`src/rtl/jtopll_wr_if_if.sv`:
```
// Host-side write bus of the OPLL register interface: chip select, write
// strobe, address/data port select, write data and the busy flag back.
interface jtopll_wr_if_if;
    logic       cs_n;
    logic       wr_n;
    logic       addr;
    logic [7:0] din;
    logic       busy;

    modport master (output cs_n, wr_n, addr, din, input busy);
    modport slave  (input cs_n, wr_n, addr, din, output busy);
endinterface

```
`src/rtl/jtopll_wr_if.sv`:
```
// OPLL CPU write interface: latches address/data writes, holds each one until
// the core's cen grid samples it, and decodes it into channel update strobes.
module jtopll_wr_if (
    input  logic               clk,
    input  logic               rst,
    input  logic               cen,
    jtopll_wr_if_if.slave      host,
    output logic [3:0]         up_ch,
    output logic               up_fnumlo,
    output logic               up_fnumhi,
    output logic               up_inst,
    output logic               up_user,
    output logic [2:0]         up_ureg,
    output logic [7:0]         dout,
    output logic               rhy_en,
    output logic [4:0]         rhy_kon
);
    typedef enum logic [1:0] {IDLE, PEND, SHOW} state_t;

    state_t     state;
    logic [7:0] sel, aq, dq;
    logic       wr, wr_l, wr_ev;
    logic       is_user, is_rhy, is_chan;

    assign wr    = ~host.cs_n & ~host.wr_n;
    assign wr_ev = wr & ~wr_l;

    // Channel banks 0x1x/0x2x/0x3x only cover channels 0-8
    assign is_user = (aq[7:3] == 5'd0);
    assign is_rhy  = (aq == 8'h0E);
    assign is_chan = (aq[7:6] == 2'd0) && (aq[5:4] != 2'd0) && (aq[3:0] <= 4'd8);

    always_ff @(posedge clk) begin
        if (rst) begin
            state     <= IDLE;
            wr_l      <= 1'b0;
            sel       <= 8'd0;
            aq        <= 8'd0;
            dq        <= 8'd0;
            host.busy <= 1'b0;
            up_ch     <= 4'd0;
            up_fnumlo <= 1'b0;
            up_fnumhi <= 1'b0;
            up_inst   <= 1'b0;
            up_user   <= 1'b0;
            up_ureg   <= 3'd0;
            dout      <= 8'd0;
            rhy_en    <= 1'b0;
            rhy_kon   <= 5'd0;
        end else begin
            wr_l <= wr;
            if (wr_ev && !host.addr)
                sel <= host.din;
            case (state)
                IDLE: begin
                    if (wr_ev && host.addr) begin
                        aq        <= sel;
                        dq        <= host.din;
                        host.busy <= 1'b1;
                        state     <= PEND;
                    end
                end
                PEND: begin
                    if (cen) begin
                        dout  <= dq;
                        state <= SHOW;
                        if (is_user) begin
                            up_user <= 1'b1;
                            up_ureg <= aq[2:0];
                        end else if (is_rhy) begin
                            rhy_en  <= dq[5];
                            rhy_kon <= dq[4:0];
                        end else if (is_chan) begin
                            up_ch     <= aq[3:0];
                            up_fnumlo <= (aq[5:4] == 2'd1);
                            up_fnumhi <= (aq[5:4] == 2'd2);
                            up_inst   <= (aq[5:4] == 2'd3);
                        end
                    end
                end
                SHOW: begin
                    // Data writes on this edge still see busy=1 and are dropped
                    if (cen) begin
                        up_fnumlo <= 1'b0;
                        up_fnumhi <= 1'b0;
                        up_inst   <= 1'b0;
                        up_user   <= 1'b0;
                        host.busy <= 1'b0;
                        state     <= IDLE;
                    end
                end
                default: state <= IDLE;
            endcase
        end
    end
endmodule

```
`src/flat_wrapper.sv`:
```
// flat-port wrapper written by rule: the top's interface ports become plain ports
module jtopll_wr_if_flat 
  (clk, rst, cen, up_ch, up_fnumlo, up_fnumhi, up_inst, up_user, up_ureg, dout, rhy_en, rhy_kon, host_cs_n, host_wr_n, host_addr, host_din, host_busy);
  jtopll_wr_if_if host_i ();
  input  logic clk;
  input  logic rst;
  input  logic cen;
  output logic [3:0] up_ch;
  output logic up_fnumlo;
  output logic up_fnumhi;
  output logic up_inst;
  output logic up_user;
  output logic [2:0] up_ureg;
  output logic [7:0] dout;
  output logic rhy_en;
  output logic [4:0] rhy_kon;
  input wire logic [$bits(host_i.cs_n)-1:0] host_cs_n;
  input wire logic [$bits(host_i.wr_n)-1:0] host_wr_n;
  input wire logic [$bits(host_i.addr)-1:0] host_addr;
  input wire logic [$bits(host_i.din)-1:0] host_din;
  output wire logic [$bits(host_i.busy)-1:0] host_busy;
  assign host_i.cs_n = host_cs_n;
  assign host_i.wr_n = host_wr_n;
  assign host_i.addr = host_addr;
  assign host_i.din = host_din;
  assign host_busy = host_i.busy;
  jtopll_wr_if u_core (.clk(clk), .rst(rst), .cen(cen), .host(host_i), .up_ch(up_ch), .up_fnumlo(up_fnumlo), .up_fnumhi(up_fnumhi), .up_inst(up_inst), .up_user(up_user), .up_ureg(up_ureg), .dout(dout), .rhy_en(rhy_en), .rhy_kon(rhy_kon));
endmodule
```
`config.mk`:
```
export PLATFORM = sky130hd
export DESIGN_NAME = jtopll_wr_if_flat
export DESIGN_NICKNAME = d
export VERILOG_FILES = /design/src/rtl/jtopll_wr_if_if.sv /design/src/rtl/jtopll_wr_if.sv /design/src/flat_wrapper.sv
export SDC_FILE = /design/constraint.sdc
export NUM_CORES = 1
export LEC_CHECK = 0
export BUFFER_PORTS_ARGS = -buffer_cell sky130_fd_sc_hd__buf_2
export CAP_MARGIN = 30
export CORE_AREA = 4 4 74 59
export DETAILED_ROUTE_END_ITERATION = 8
export DIE_AREA = 0 0 78 63
export PLACE_DENSITY = 0.87
export SYNTH_ARGS = -nofsm -noshare
export SYNTH_HDL_FRONTEND = slang
export SYNTH_SLANG_ARGS = --single-unit
```
`constraint.sdc`:
```
create_clock -name clk -period 3.9 [get_ports clk]
set_input_delay 0.39 -clock clk [delete_from_list [all_inputs] [get_ports clk]]
set_output_delay 0.39 -clock clk [all_outputs]
set_load 0.1 [all_outputs]
```
---- Word-level counts from Yosys, hierarchy flattened ----
Index checks and enable logic that the tools add are counted.
W data, S select, Z words.
operators by class
  reduce and logical (&&, ||, !) cells .... 20
  eq/ne operators ......................... 13
  magnitude comparators ................... 1
  bitwise gates (word level) .............. 7
  mux-type cells .......................... 25
operators by type and width
  kind                  number
  $mux W1               16
  $pmux W1 S2           5
  $reduce_and A3 Y1     3
  $eq A8 B4 Y1 const B  1
  $ne A2 B2 Y1 const B  4
  $reduce_and A4 Y1     2
  $eq A2 B2 Y1 const B  3
  $mux W2               3
  $ne A2 B1 Y1 const B  3
  $pmux W2 S3           1
  $reduce_and A6 Y1     1
  $reduce_bool A2 Y1    3
  $logic_not A5 Y1      1
  $not A1 Y1            5
  $reduce_and A5 Y1     1
  $eq A2 B1 Y1 const B  2
  $le A4 B4 Y1 const B  1
  $logic_and A1 B1 Y1   4
  $logic_not A2 Y1      2
  $reduce_and A2 Y1     2
  $and A1 B1 Y1         2
  $logic_not A1 Y1      1
word-level totals
  input port bits ......................... 14
  word-level logic and storage cells ...... 81
  bits in registers ....................... 53

---- Depth between registers and ports, before layout ----
  depth after elaboration ................. 8
  depth in mapped cells ................... 6
  gate-level depth less buffers ........... 4

---- Least setup slack after synthesis ----
OpenSTA, ideal clock, no wires.
  path kind ............................... flip-flop to flip-flop
  start point ............................. register u_core.state[1]
  end point ............................... register u_core.up_ch[0]
  arrival ................................. 1.657 ns
  stages on the path, launching flop included .. 6
  path slack .............................. 2.116 ns
  data required time ...................... 3.772 ns
  library setup time ...................... 0.128 ns
  period minus slack after synthesis ...... 1.784 ns
  cell sequence ........................... dfxtp_1 > or4b_4 > or4b_4 > buf_6 > mux2i_1 > nor2_1
between the ends
  longest elaborated chain between the ends .. 2
ends and longest elaborated chain
  item                         line                source
  start: declaration           jtopll_wr_if.sv:20  state_t state;
  start signal: assignment     jtopll_wr_if.sv:35  state <= IDLE;
  start signal: assignment     jtopll_wr_if.sv:60  state <= PEND;
  start signal: assignment     jtopll_wr_if.sv:66  state <= SHOW;
  $eq A2 B1 Y1                 jtopll_wr_if.sv:54  case (state)
  $reduce_and A5 Y1 (no line)  -
  end signal: assignment       jtopll_wr_if.sv:74  up_ch <= aq[3:0];
  end: declaration             jtopll_wr_if.sv:8   output logic [3:0] up_ch,
Every way passes these cells.
A chain may end at the register's enable or synchronous reset.

---- Worst setup path after layout ----
  start point ............................. register u_core.state[0]
  end point ............................... register u_core.rhy_kon[2]
between the ends
  longest elaborated chain between the ends .. 2
ends and longest elaborated chain
  item                         line                source
  $eq A2 B1 Y1                 jtopll_wr_if.sv:54
  $reduce_and A4 Y1 (no line)  -
  end signal: assignment       jtopll_wr_if.sv:72  rhy_kon <= dq[4:0];
  end: declaration             jtopll_wr_if.sv:16  output logic [4:0] rhy_kon
Every way passes these cells.

==> summary.md <==
| Metric | Value |
|---|---|
| Status | completed |
| Ports | 40 |
| Grt total ovfl | 0 |
| Syn Area/Cell | 10.42 sq um |
| CTS tree | done |
| Die area | 4914 sq um |
| Share of layout cells above drive strength 1 | 23.18% |
| Hold depth | 2 |
| DRT antenna net count | 0 |
| Total wire length | 3.865 mm |
| Global-route wire length before repair | 6.582 mm |
| Setup violators final | 0 |
| Initial antenna violation count | 0 |
| Fraction of registers with async set/reset | 0% |
| Clk buf depth | 2 |
| Layout area overhead | 15.83% |
| Worst R2R Setup Slack | 1.68 ns |
| Die W | 78 microns |
| Register clock-pin slew on the reported worst setup and hold paths | 0.08 ns |
| Max-cap violations | 0 |
| Worst EP required | 4.06 ns |
| Layout Skew | 0.005899 ns |
| Worst Hold End | u_core.wr_l |
| TNS Setup | 0 ns |
| Startpoint types | flip-flop |
| Crit-path max FO | 11 |
| 1st-iter DRT viols | 57 |
| H-tree depth | 2 |
| Antenna cells | 0 |
| WS Path Type | flip-flop to flip-flop |
| Post-synth EDFFs | 0 |
| Synth top cells by count | dfxtp_1, nor2_1, mux2i_1 |
| Post-CTS setup buffer count | 0 |
| Initial Utilization | 56.61% |
| Peak supply drop | 0.2364 mV |
| Reg2reg path depth | 4 |
| #FFs+latches synth | 53 |
| Placer Congestion | 0.7984 |
| Slowest CP cell | nor4_4 |
| Final period util | 56.85% |
| DRT Pass-1 Iters | 4 |
| Total GRT Usage | 17.05% |
| Post-CTS sizing | 0 |
| P_leak | 1.117 nW |
| Vias in the first global route | 1385 |
| Worst slew pin tran | 0.9005 ns |
| CTS Root Cell | clkbuf_8 |
| RR Startpoint | u_core.state[0] |
| R2R Path End | u_core.rhy_kon[2] |
| FMAX | 451.0 MHz |
| Num rows | 19 |
| Seq/Total Area, Yosys | 52.22% |
| Crit path capture type | flip-flop |
| Post-DR wirelength/cell | 13.56 microns |
| Clock sinks | 53 |
| Yosys top cell area share | 52.22% |
| Final HPWL DP | 2.744 mm |
| Final net count | 247 |
| Area contributors post-synth | dfxtp_1, mux2i_1, nor2_1 |
| DRC | 0 |
| Fin. max-slew vios | 0 |
| Worst path cell trace | nand3b_1, nor4_4, mux2i_1, nor2_1 |
| Tmin final | 2.217 ns |
| Main synth FF type | dfxtp_1 |
| Largest net degree at the start of global routing | 54 |
| Port buffer count | 39 |
| Distinct cell type count after synthesis | 31 |
| Synth area leader | dfxtp_1 |
| Via count | 1462 |
| Mapped Cells | 195 |
| Via density | 5.130 |
| Core Area | 3590 sq um |
| Crit path largest cell delay | 0.76 ns |
| Hold_sp | host_cs_n |
| Synthesis warning total | 0 |
| Syn_nets | 209 |
| Post-Syn Area | 2032 sq um |
| Crit path arrival time | 2.38 ns |
| Slew margin rel. | 39.96% |
| Dominant cell by count in the synthesized netlist | dfxtp_1 |
| HP Class | primary input to flip-flop |
| Chip height | 63 microns |
| Number of CTS-inserted buffers | 5 |
| Pwr Density | 390.4 nW/um^2 |
| Final hold vios | 0 |
| Fillers | 299 |
| Pwr Total | 918.8 uW |
| Unrepaired setup endpoints after global routing | no |
| Worst-skew pair later-pin latency | 0.31 ns |
| Hold_buf cts | 0 |
## metrics by stage
step | utilization (%) | worst slack [ns] | area (sq um) | hold slack [ns] | std cells
finish | 65.56 | 1.683 | 2354 | 0.2820 | 285
global route | 65.56 | 1.505 | 2354 | 0.2843 | 285
CTS | 65.56 | 1.684 | 2354 | 0.2772 | 285
detailed placement | 63.16 | 1.588 | 2267 | 0.4441 | 278
global placement | 62.74 | 1.637 | 2252 | 0.4403 | 277
floorplan | - | 2.116 | 2032 | 0.4596 | 195
## registers in the layout, indices dropped and copies added (netlist names)
register and cells:
u_core.up_ch 4, u_core.up_user 1, u_core.sel 8, u_core.up_fnumhi 1, u_core.up_inst 1, u_core.up_ureg 3
u_core.aq 8, u_core.wr_l 1, u_core.dq 8, u_core.dout 8, u_core.up_fnumlo 1, u_core.state 2
u_core.host.busy 1, u_core.rhy_kon 5, u_core.rhy_en 1
## placed cells by master, fill, tap and decap left out
cell	synthesis	final
inv_1	1	1
or4b_4	2	2
nor3_1	2	2
o31ai_1	1	1
nand2_1	1	1
nand3_1	2	2
o31a_1	2	2
nand2b_1	1	1
or2b_1	1	1
buf_2	2	39
buf_8	0	1
nor4_4	1	1
nor2b_1	2	2
nor4_2	1	1
nand3b_1	3	3
or4_4	1	1
a21oi_1	7	7
mux2i_1	45	45
buf_4	0	1
clkbuf_1	6	1
clkbuf_8	0	6
a311oi_1	1	1
nand4_1	1	1
o41a_1	1	1
a311o_1	1	1
nor3b_1	1	1
o21ai_0	3	3
dfxtp_1	53	53
nor3_2	1	1
or2_2	1	1
nor2_1	48	48
nand4b_1	1	1
## per-layer routing
| metal | part of all wire [%] | GRT usage, % | wire length (microns) |
|---|---|---|---|
| met4 | 2.1 | 8.515 | 82 |
| met2 | 44 | 25.75 | 1695 |
| met5 | 0 | 0 | 0 |
| met3 | 5.4 | 5.187 | 209 |
| met1 | 49 | 21.98 | 1877 |
## cell type report
type / instances / area [sq um] / share of cell area (%)
tap: 52 / 65.06 / 2.764
multi-input combinational: 131 / 919.6 / 39.07
sequential: 53 / 1061 / 45.08
clock buffer: 7 / 86.33 / 3.668
timing repair buffer: 41 / 217.7 / 9.250
inverter: 1 / 3.754 / 0.1595
## cells by family after synthesis
group	after synthesis	synth area share [%]
and+or+nand+nor	70	17.92
muxes	45	22.17
DFF	53	52.22
AOI/OAI and AO/OA	16	5.172
buffers and inverters	11	2.524
## power breakdown
group          switching, mW  internal, mW  leakage (nW)  total, mW
sequential           0.00565         0.549         0.428      0.554
clock                  0.168         0.141        0.0443      0.309
combinational         0.0346        0.0210         0.645     0.0556
## worst max path at each step
| stage | slack, ns | startpoint | cells past startpoint | to |
|---|---|---|---|---|
| final | 1.68 | u_core.state[0] | 4 | u_core.rhy_kon[2] |
| after global routing | 1.51 | u_core.state[0] | 4 | u_core.rhy_kon[2] |
| after CTS | 1.68 | u_core.state[1] | 4 | u_core.rhy_kon[2] |
| after detailed placement | 1.59 | cen | 5 | u_core.rhy_kon[3] |
| after global placement | 1.64 | cen | 5 | u_core.rhy_kon[4] |
| after floorplan | 2.12 | u_core.state[1] | 5 | u_core.up_ch[0] |
## worst max-delay path, delay by kind of cell (launching register included)
family           cells  cell delay [ns]
muxes                1             0.25
and+or+nand+nor      3             1.41
DFF                  1             0.42
Power figures use the tool's default switching activity.
